File: config.mk
export PLATFORM = sky130hd
export DESIGN_NAME = dac_spi_tx_flat
export DESIGN_NICKNAME = d
export VERILOG_FILES = /design/src/rtl/dac_spi_pkg.sv /design/src/rtl/dac_spi_tx_if.sv /design/src/rtl/sck_tick_gen.sv /design/src/rtl/dac_spi_tx.sv /design/src/flat_wrapper.sv
export SDC_FILE = /design/constraint.sdc
export NUM_CORES = 1
export LEC_CHECK = 0
export CORE_UTILIZATION = 30
export CTS_BUF_LIST = sky130_fd_sc_hd__clkbuf_4 sky130_fd_sc_hd__clkbuf_8
export CTS_CLUSTER_DIAMETER = 40
export CTS_CLUSTER_SIZE = 24
export DETAILED_ROUTE_END_ITERATION = 10
export PLACE_DENSITY = 0.53
export SYNTH_ARGS = -nofsm -noshare
export SYNTH_HDL_FRONTEND = slang
export SYNTH_HIERARCHICAL = 1
export SYNTH_SLANG_ARGS = --single-unit
File: constraint.sdc
create_clock -name sysclk -period 3.2 [get_ports sysclk]
set_clock_uncertainty 0.2 [all_clocks]
set_input_delay 0.48 -clock sysclk [delete_from_list [all_inputs] [get_ports sysclk]]
set_output_delay 0.48 -clock sysclk [all_outputs]
set_load 0.005 [all_outputs]
File: src/rtl/dac_spi_pkg.sv
// Shared frame layout, FSM encoding and frame builder for the DAC SPI transmitter.
// Frame: {WR=0, BUF, GA_n, SHDN_n=1, data[9:0], 2'b00}, sent MSB first.
package dac_spi_pkg;

  localparam int FRAME_W  = 16;
  localparam int DATA_W   = 10;

  localparam int WR_BIT   = 15;
  localparam int BUF_BIT  = 14;
  localparam int GA_BIT   = 13;
  localparam int SHDN_BIT = 12;

  localparam logic [2:0] ST_IDLE  = 3'd0;
  localparam logic [2:0] ST_START = 3'd1;
  localparam logic [2:0] ST_SHIFT = 3'd2;
  localparam logic [2:0] ST_STOP  = 3'd3;
  localparam logic [2:0] ST_LDAC  = 3'd4;

  // Sample lands directly below SHDN_n; the two LSBs are don't-care zeros.
  function automatic logic [FRAME_W-1:0] build_frame(
    input logic [DATA_W-1:0] data,
    input logic              buf_en,
    input logic              gain_1x
  );
    logic [FRAME_W-1:0] f;
    f                       = '0;
    f[WR_BIT]               = 1'b0;
    f[BUF_BIT]              = buf_en;
    f[GA_BIT]               = gain_1x;
    f[SHDN_BIT]             = 1'b1;
    f[SHDN_BIT-1 -: DATA_W] = data;
    return f;
  endfunction

endpackage

File: src/rtl/dac_spi_tx_if.sv
// Sample input strobe and DAC serial pins; master drives samples, slave is the transmitter.
interface dac_spi_tx_if;
  import dac_spi_pkg::*;

  logic [DATA_W-1:0] data_in;
  logic              load;
  logic              dac_cs;
  logic              dac_sck;
  logic              dac_sdi;
  logic              dac_ld;
  logic              busy;

  modport master (
    output data_in, load,
    input  dac_cs, dac_sck, dac_sdi, dac_ld, busy
  );

  modport slave (
    input  data_in, load,
    output dac_cs, dac_sck, dac_sdi, dac_ld, busy
  );

endinterface

File: src/rtl/sck_tick_gen.sv
// Half-period timer: one-cycle half_tick every CLK_DIV enabled cycles; count held at 0 while disabled.
module sck_tick_gen #(
  parameter int CLK_DIV = 4
) (
  input  logic sysclk,
  input  logic reset,
  input  logic en,
  output logic half_tick
);

  localparam int             CW   = (CLK_DIV > 1) ? $clog2(CLK_DIV) : 1;
  localparam logic [CW-1:0]  LAST = CW'(CLK_DIV - 1);

  logic [CW-1:0] cnt;

  assign half_tick = en && (cnt == LAST);

  always_ff @(posedge sysclk) begin
    if (reset || !en) begin
      cnt <= '0;
    end else if (cnt == LAST) begin
      cnt <= '0;
    end else begin
      cnt <= cnt + 1'b1;
    end
  end

endmodule

File: src/rtl/dac_spi_tx.sv
// SPI frame transmitter for a 10-bit DAC with a one-deep newest-wins sample holding register.
// Define DAC_SPI_TX_LDAC_EN to add the LDAC pulse phase; otherwise dac_ld is tied low.
module dac_spi_tx
  import dac_spi_pkg::*;
#(
  parameter int CLK_DIV = 4,
  parameter bit BUF_EN  = 1'b0,
  parameter bit GAIN_1X = 1'b1
) (
  input  logic         sysclk,
  input  logic         reset,
  dac_spi_tx_if.slave  bus
);

  logic [2:0]         state;
  logic [FRAME_W-1:0] shreg;
  logic [3:0]         bit_cnt;
  logic [DATA_W-1:0]  hold;
  logic               pend;
  logic               cs;
  logic               sck;
  logic               busy_r;
  logic               half_tick;
  logic [FRAME_W-1:0] start_frame;

  sck_tick_gen #(.CLK_DIV(CLK_DIV)) u_tick (
    .sysclk    (sysclk),
    .reset     (reset),
    .en        (state != ST_IDLE),
    .half_tick (half_tick)
  );

  // A held sample always takes priority over a fresh strobe at frame start.
  assign start_frame = build_frame(pend ? hold : bus.data_in, BUF_EN, GAIN_1X);

  assign bus.dac_cs  = cs;
  assign bus.dac_sck = sck;
  assign bus.dac_sdi = shreg[FRAME_W-1];
  assign bus.busy    = busy_r;

`ifdef DAC_SPI_TX_LDAC_EN
  logic ld;
  assign bus.dac_ld = ld;

  always_ff @(posedge sysclk) begin
    if (reset) begin
      ld <= 1'b1;
    end else if (state == ST_STOP && half_tick) begin
      ld <= 1'b0;
    end else if (state == ST_LDAC && half_tick) begin
      ld <= 1'b1;
    end
  end
`else
  assign bus.dac_ld = 1'b0;
`endif

  always_ff @(posedge sysclk) begin
    if (reset) begin
      state   <= ST_IDLE;
      shreg   <= '0;
      bit_cnt <= '0;
      hold    <= '0;
      pend    <= 1'b0;
      cs      <= 1'b1;
      sck     <= 1'b0;
      busy_r  <= 1'b0;
    end else begin
      // Strobes arriving while a frame runs (or while a held start is launching) are parked.
      if (bus.load && (state != ST_IDLE || pend)) begin
        hold <= bus.data_in;
        pend <= 1'b1;
      end

      case (state)
        ST_IDLE: begin
          if (pend || bus.load) begin
            shreg   <= start_frame;
            bit_cnt <= 4'd15;
            cs      <= 1'b0;
            busy_r  <= 1'b1;
            state   <= ST_START;
            if (pend && !bus.load) begin
              pend <= 1'b0;
            end
          end
        end

        ST_START: begin
          if (half_tick) begin
            sck   <= 1'b1;
            state <= ST_SHIFT;
          end
        end

        ST_SHIFT: begin
          if (half_tick) begin
            if (sck) begin
              // Data advances only on the falling edge of SCK.
              sck <= 1'b0;
              if (bit_cnt != 4'd0) begin
                shreg <= {shreg[FRAME_W-2:0], 1'b0};
              end
            end else if (bit_cnt == 4'd0) begin
              cs    <= 1'b1;
              shreg <= '0;
              state <= ST_STOP;
            end else begin
              sck     <= 1'b1;
              bit_cnt <= bit_cnt - 4'd1;
            end
          end
        end

        ST_STOP: begin
          if (half_tick) begin
`ifdef DAC_SPI_TX_LDAC_EN
            state <= ST_LDAC;
`else
            busy_r <= 1'b0;
            state  <= ST_IDLE;
`endif
          end
        end

`ifdef DAC_SPI_TX_LDAC_EN
        ST_LDAC: begin
          if (half_tick) begin
            busy_r <= 1'b0;
            state  <= ST_IDLE;
          end
        end
`endif

        default: begin
          state <= ST_IDLE;
        end
      endcase
    end
  end

endmodule

File: src/flat_wrapper.sv
// flat-port wrapper written by rule: the top's interface ports become plain ports
module dac_spi_tx_flat import dac_spi_pkg::*;
#(
  parameter int CLK_DIV = 4,
  parameter bit BUF_EN  = 1'b0,
  parameter bit GAIN_1X = 1'b1
)
  (sysclk, reset, bus_data_in, bus_load, bus_dac_cs, bus_dac_sck, bus_dac_sdi, bus_dac_ld, bus_busy);
  dac_spi_tx_if bus_i ();
  input  logic sysclk;
  input  logic reset;
  input wire logic [$bits(bus_i.data_in)-1:0] bus_data_in;
  input wire logic [$bits(bus_i.load)-1:0] bus_load;
  output wire logic [$bits(bus_i.dac_cs)-1:0] bus_dac_cs;
  output wire logic [$bits(bus_i.dac_sck)-1:0] bus_dac_sck;
  output wire logic [$bits(bus_i.dac_sdi)-1:0] bus_dac_sdi;
  output wire logic [$bits(bus_i.dac_ld)-1:0] bus_dac_ld;
  output wire logic [$bits(bus_i.busy)-1:0] bus_busy;
  assign bus_i.data_in = bus_data_in;
  assign bus_i.load = bus_load;
  assign bus_dac_cs = bus_i.dac_cs;
  assign bus_dac_sck = bus_i.dac_sck;
  assign bus_dac_sdi = bus_i.dac_sdi;
  assign bus_dac_ld = bus_i.dac_ld;
  assign bus_busy = bus_i.busy;
  dac_spi_tx #(.CLK_DIV(CLK_DIV), .BUF_EN(BUF_EN), .GAIN_1X(GAIN_1X)) u_core (.sysclk(sysclk), .reset(reset), .bus(bus_i));
endmodule
# Word-level counts from Yosys, hierarchy flattened
# Index checks and enable logic that the tools add are counted.
# totals
ff_bits,39
in_bits,13
# classes
reduce_logical,22
mux,36
add_sub_neg,2
eq_ne,13
# ops
cell,n
$mux 16,5
$pmux 16 s2,1
$mux 3,6
$mux 4,4
$reduce_and 5->1,3
$mux 1,14
$pmux 3 s4,1
$mux 10,1
$ne 2x1->1 const B,5
$pmux 4 s2,1
$eq 3x2->1 const B,2
$pmux 1 s2,3
$reduce_and 3->1,2
$reduce_and 6->1,1
$reduce_bool 2->1,3
$logic_not 4->1,1
$ne 2x2->1 const B,2
$reduce_bool 4->1,1
$sub 4x1->4 const B,1
$eq 3x1->1 const B,1
$logic_and 1x1->1,3
$logic_not 3->1,1
$logic_or 1x1->1,3
$ne 3x1->1 const B,1
6 further kinds,7

# Longest topological paths before layout
# depth
ltp_word,7
ltp_mapped,10
depth_no_buf,8

# By module
# Netlist, hierarchy kept.
# modules_own_cells
module,n_inst,area_each_um2,seq_area_each_um2,cells_per_inst
dac_spi_tx,1,1795.5,680.7,201
sck_tick_gen,1,86.3,40.0,6

# Worst setup path before layout
# No wires, ideal clock.
# synth_path
kind,flip-flop to flip-flop
from,register u_core.state[0]
to,register u_core.shreg[10]
stages_incl_launch_ff,10
setup_time_ns,0.070
arrival_time_ns,2.153
path_buffers,1
required_time_ns,2.930
period_less_slack_ns,2.423
path_slack_ns,0.777
cell_sequence,dfxtp_1 inv_1 ha_1 inv_1 and2_1 nor2b_1 or3_4 buf_6 or4_1 a21oi_1
# synth_between
elab_chain_cells,4
word_cells_on_any_way,11
cone_classes,eq/ne (5); mux (1); reduce/logical (5)
# synth_rtl
item,line_no,source
from (decl),dac_spi_tx.sv:15,logic [2:0] state;
from (signal assigned),dac_spi_tx.sv:60,state <= ST_IDLE;
from (signal assigned),dac_spi_tx.sv:82,state <= ST_START;
from (signal assigned),dac_spi_tx.sv:92,state <= ST_SHIFT;
$reduce_bool 3->1,dac_spi_tx.sv:29,".en (state != ST_IDLE),"
$logic_and 1x1->1,sck_tick_gen.sv:16,assign half_tick = en && (cnt == LAST);
via u_core.half_tick,dac_spi_tx.sv:23,logic half_tick;
$ne 2x1->1 (no source line),--,
$reduce_and 5->1 (no source line),--,
to (signal assigned),dac_spi_tx.sv:78,shreg <= start_frame;
to (signal assigned),dac_spi_tx.sv:102,"shreg <= {shreg[FRAME_W-2:0], 1'b0};"
to (decl),dac_spi_tx.sv:16,logic [FRAME_W-1:0] shreg;
# The timed path passes the listed nets, and every way through them passes these cells.
# A chain may end at the register's enable or synchronous reset.

# Worst setup path in the final report
# layout_path
from,register u_core.state[1]
to,register u_core.shreg[10]
# Same word-level chain as after synthesis.

==> impl_metrics.yaml <==
place:
  portBuffers: 16
  place.gp.congestion: 0.727
  placed_cells: 286
  dp_hpwl_um: 2610
  pre_cts_ws_ns: 0.575
  place_area_um2: 2090
sta:
  max_slew_margin_pct: 56.8
  holdWs_ns: 0.246
  fin_setup_tns_ns: 0
  drv_slew: 0
  setup_slack_ns: 0.541
  period_share_pct: 83.1
  setup_viol: 0
  tightest_slew_ns: 0.649
  timing.fmax_ghz: 0.376
  hold_viol: 0
  fin_crit_ns: 2.66
  rsz0062_at_grt: "false"
routing:
  wl_per_cell_um: 13.4
  drtIter0Drc: 82
  wl_um: 3930
  firstDrtPassIters: 4
  drc: 0
  vias_per_cell: 5.26
  route.vias.total: 1546
  antenna_left: 0
synthesis:
  syn_area_um2: 1880
  syn_inst: 207
  syn-num-nets: 226
  ys_ff_latch: 36
  async_flop_share_pct: 0
  postSynthAreaPerCell_um2: 9.09
  synth-edff-count: 0
  yosysWarnings: 6
  seq_area_frac_synth_pct: 38.3
  synth.distinct_cells: 38
  ys.flop_type: "dfxtp_1"
finish:
  stdcell_area_um2: 2220
  fin_util_pct: 37.1
  syn2layout_area_growth_pct: 18.0
  final.fill_count: 618
  layout-drive-gt1-share_pct: 9.59
  instances_no_fill: 294
  nNetsFinal: 237
  num_antenna_cells: 0
clock_tree:
  clkTransAtPathRegs_ns: 0.08
  cts_num_sinks: 36
  cts_root_buffer: "clkbuf_8"
  cts_max_level: 2
  clk_path_buf_depth: 2
  cts_setup_buffers: 0
  cts_tree: "done"
  cts_hold_buf: 0
  clk_latency_ns: 0.29
  cts_resized: 0
  cts_made_buffers: 5
floorplanning:
  core_area_um2: 5990
  die_height_um: 81.2
  pin_count: 18
  dieArea_um2: 6590
  fp.dieW_um: 81.2
  initial_core_util_pct: 31.4
  rows: 28
setup_path:
  start_kind: "flip-flop"
  r2r-end: "u_core/shreg[10]"
  criticalPathCategory: "reg -> reg"
  cp.required_ns: 3.22
  crit_path_max_fanout: 24
  r2r.worst_path.cells: 8
  crit_start: "u_core/state[1]"
  r2r_start: "u_core/state[1]"
  worstPathArrival_ns: 2.68
  end_kind: "flip-flop"
  reg2reg_slack_ns: 0.54
job:
  maxCapViolCount: 0
hold_path:
  hp-class: "reg -> reg"
  holdPathStages: 1
  worstHoldStart: "u_core/u_tick/cnt[0]"
  min_to: "u_core/u_tick/cnt[0]"
outcome:
  outcome: "complete, no violations"
power_and_ir_drop:
  power_mw: 2.01
  irDropWorstVdd_mv: 0.298
  leakage_nw: 0.892
  powerDensity_nw_per_um2: 904
grt:
  first_global_vias: 1432
  grt_max_degree: 28
  grtUsageTotal_pct: 13.7
  antenna_found_initial: 0
  grt_overflow: 0
  grt_pass1_wl_um: 6920
[critical path, stage by stage, from the launching register on]
cell and delay, ns:
dfxtp_1 0.39, inv_1 0.08, ha_1 0.22, inv_1 0.14
and2_1 0.26, nor2b_1 0.10, or3_4 0.51, or4_1 0.55
a21oi_1 0.14
[how the worst max path moves through the flow]
stage,end,slack [ns]
global placement,u_core/shreg[5],0.59
CTS,u_core/shreg[9],0.56
detailed placement,u_core/shreg[10],0.58
finish,u_core/shreg[10],0.54
global route,u_core/shreg[10],0.37
floorplan,u_core/shreg[10],0.78
[area by class of cell]
type	count	area (µm²)	share of cell area [%]
inverter	6	22.5	1.01
sequential	36	721	32.5
clock inverter	1	30.0	1.35
timing repair buffer	22	205	9.24
multi-input combinational	147	1050	47.4
tap	75	93.8	4.23
clock buffer	7	96.3	4.34
[state kept, by name, indices dropped and copies added, names as in the netlist]
| signal | count |
|---|---|
| u_core/bit_cnt | 4 |
| u_core/state | 2 |
| u_core/hold | 10 |
| u_core/bus.dac_cs | 1 |
| u_core/shreg | 14 |
| u_core/bus.busy | 1 |
| u_core/u_tick/cnt | 2 |
| u_core/bus.dac_sck | 1 |
| u_core/pend | 1 |
[logic make-up after synthesis]
kind of cell    share of synthesized area [%]
fa+ha+maj                                3.99
compound gates                           21.6
other cells                             0.199
simple gates                             18.2
xor+xnor                                0.466
buf+inv                                  6.12
flops                                    38.3
mux                                      11.2
[synth_stat cells (all sizes together), types with 2 or more instances]
| cell type | number | area [µm²] |
|---|---|---|
| dfxtp | 36 | 721 |
| mux2i | 21 | 210 |
| a21oi | 20 | 100 |
| nor2 | 16 | 60.1 |
| nand2 | 13 | 48.8 |
| o31ai | 13 | 97.6 |
| buf | 11 | 66.3 |
| or4 | 10 | 75.1 |
| a2bb2oi | 9 | 78.8 |
| o21ai | 9 | 45.0 |
| clkbuf | 7 | 26.3 |
| ha | 6 | 75.1 |
| inv | 6 | 22.5 |
| and2 | 3 | 18.8 |
| nor3b | 3 | 38.8 |
| a311oi | 2 | 17.5 |
| nand4 | 2 | 12.5 |
| nor2b | 2 | 12.5 |
| nor3 | 2 | 10.0 |
| o311ai | 2 | 17.5 |
| or3 | 2 | 17.5 |
[where the power goes]
group	leakage, nW	switching [mW]	internal, mW
Clock	0.0645	0.171	0.275
Sequential	0.296	0.0900	0.592
Combinational	0.532	0.473	0.404
Total	0.892	0.734	1.27
[cell usage in the layout (no fill, tap or decap), drive strengths merged, types with 6 or more instances in the layout]
cell type and n:
dfxtp 36, mux2i 21, a21oi 20, clkdlybuf4s50 16, nor2 16, o31ai 13
nand2 13, or4 10, a2bb2oi 9, o21ai 9, clkbuf 7, inv 6
ha 6, buf 6
[routing by layer]
metal  global-route usage (%)  vias to the layer above  part of all wire, %
li1                         -                      787                    -
met1                     19.5                      725                   53
met4                     5.89                        0                  1.8
met5                        0                        -                    0
met2                     19.5                       28                   42
met3                     3.03                        6                  2.9
Note: power is estimated with default switching activity, not from simulation.
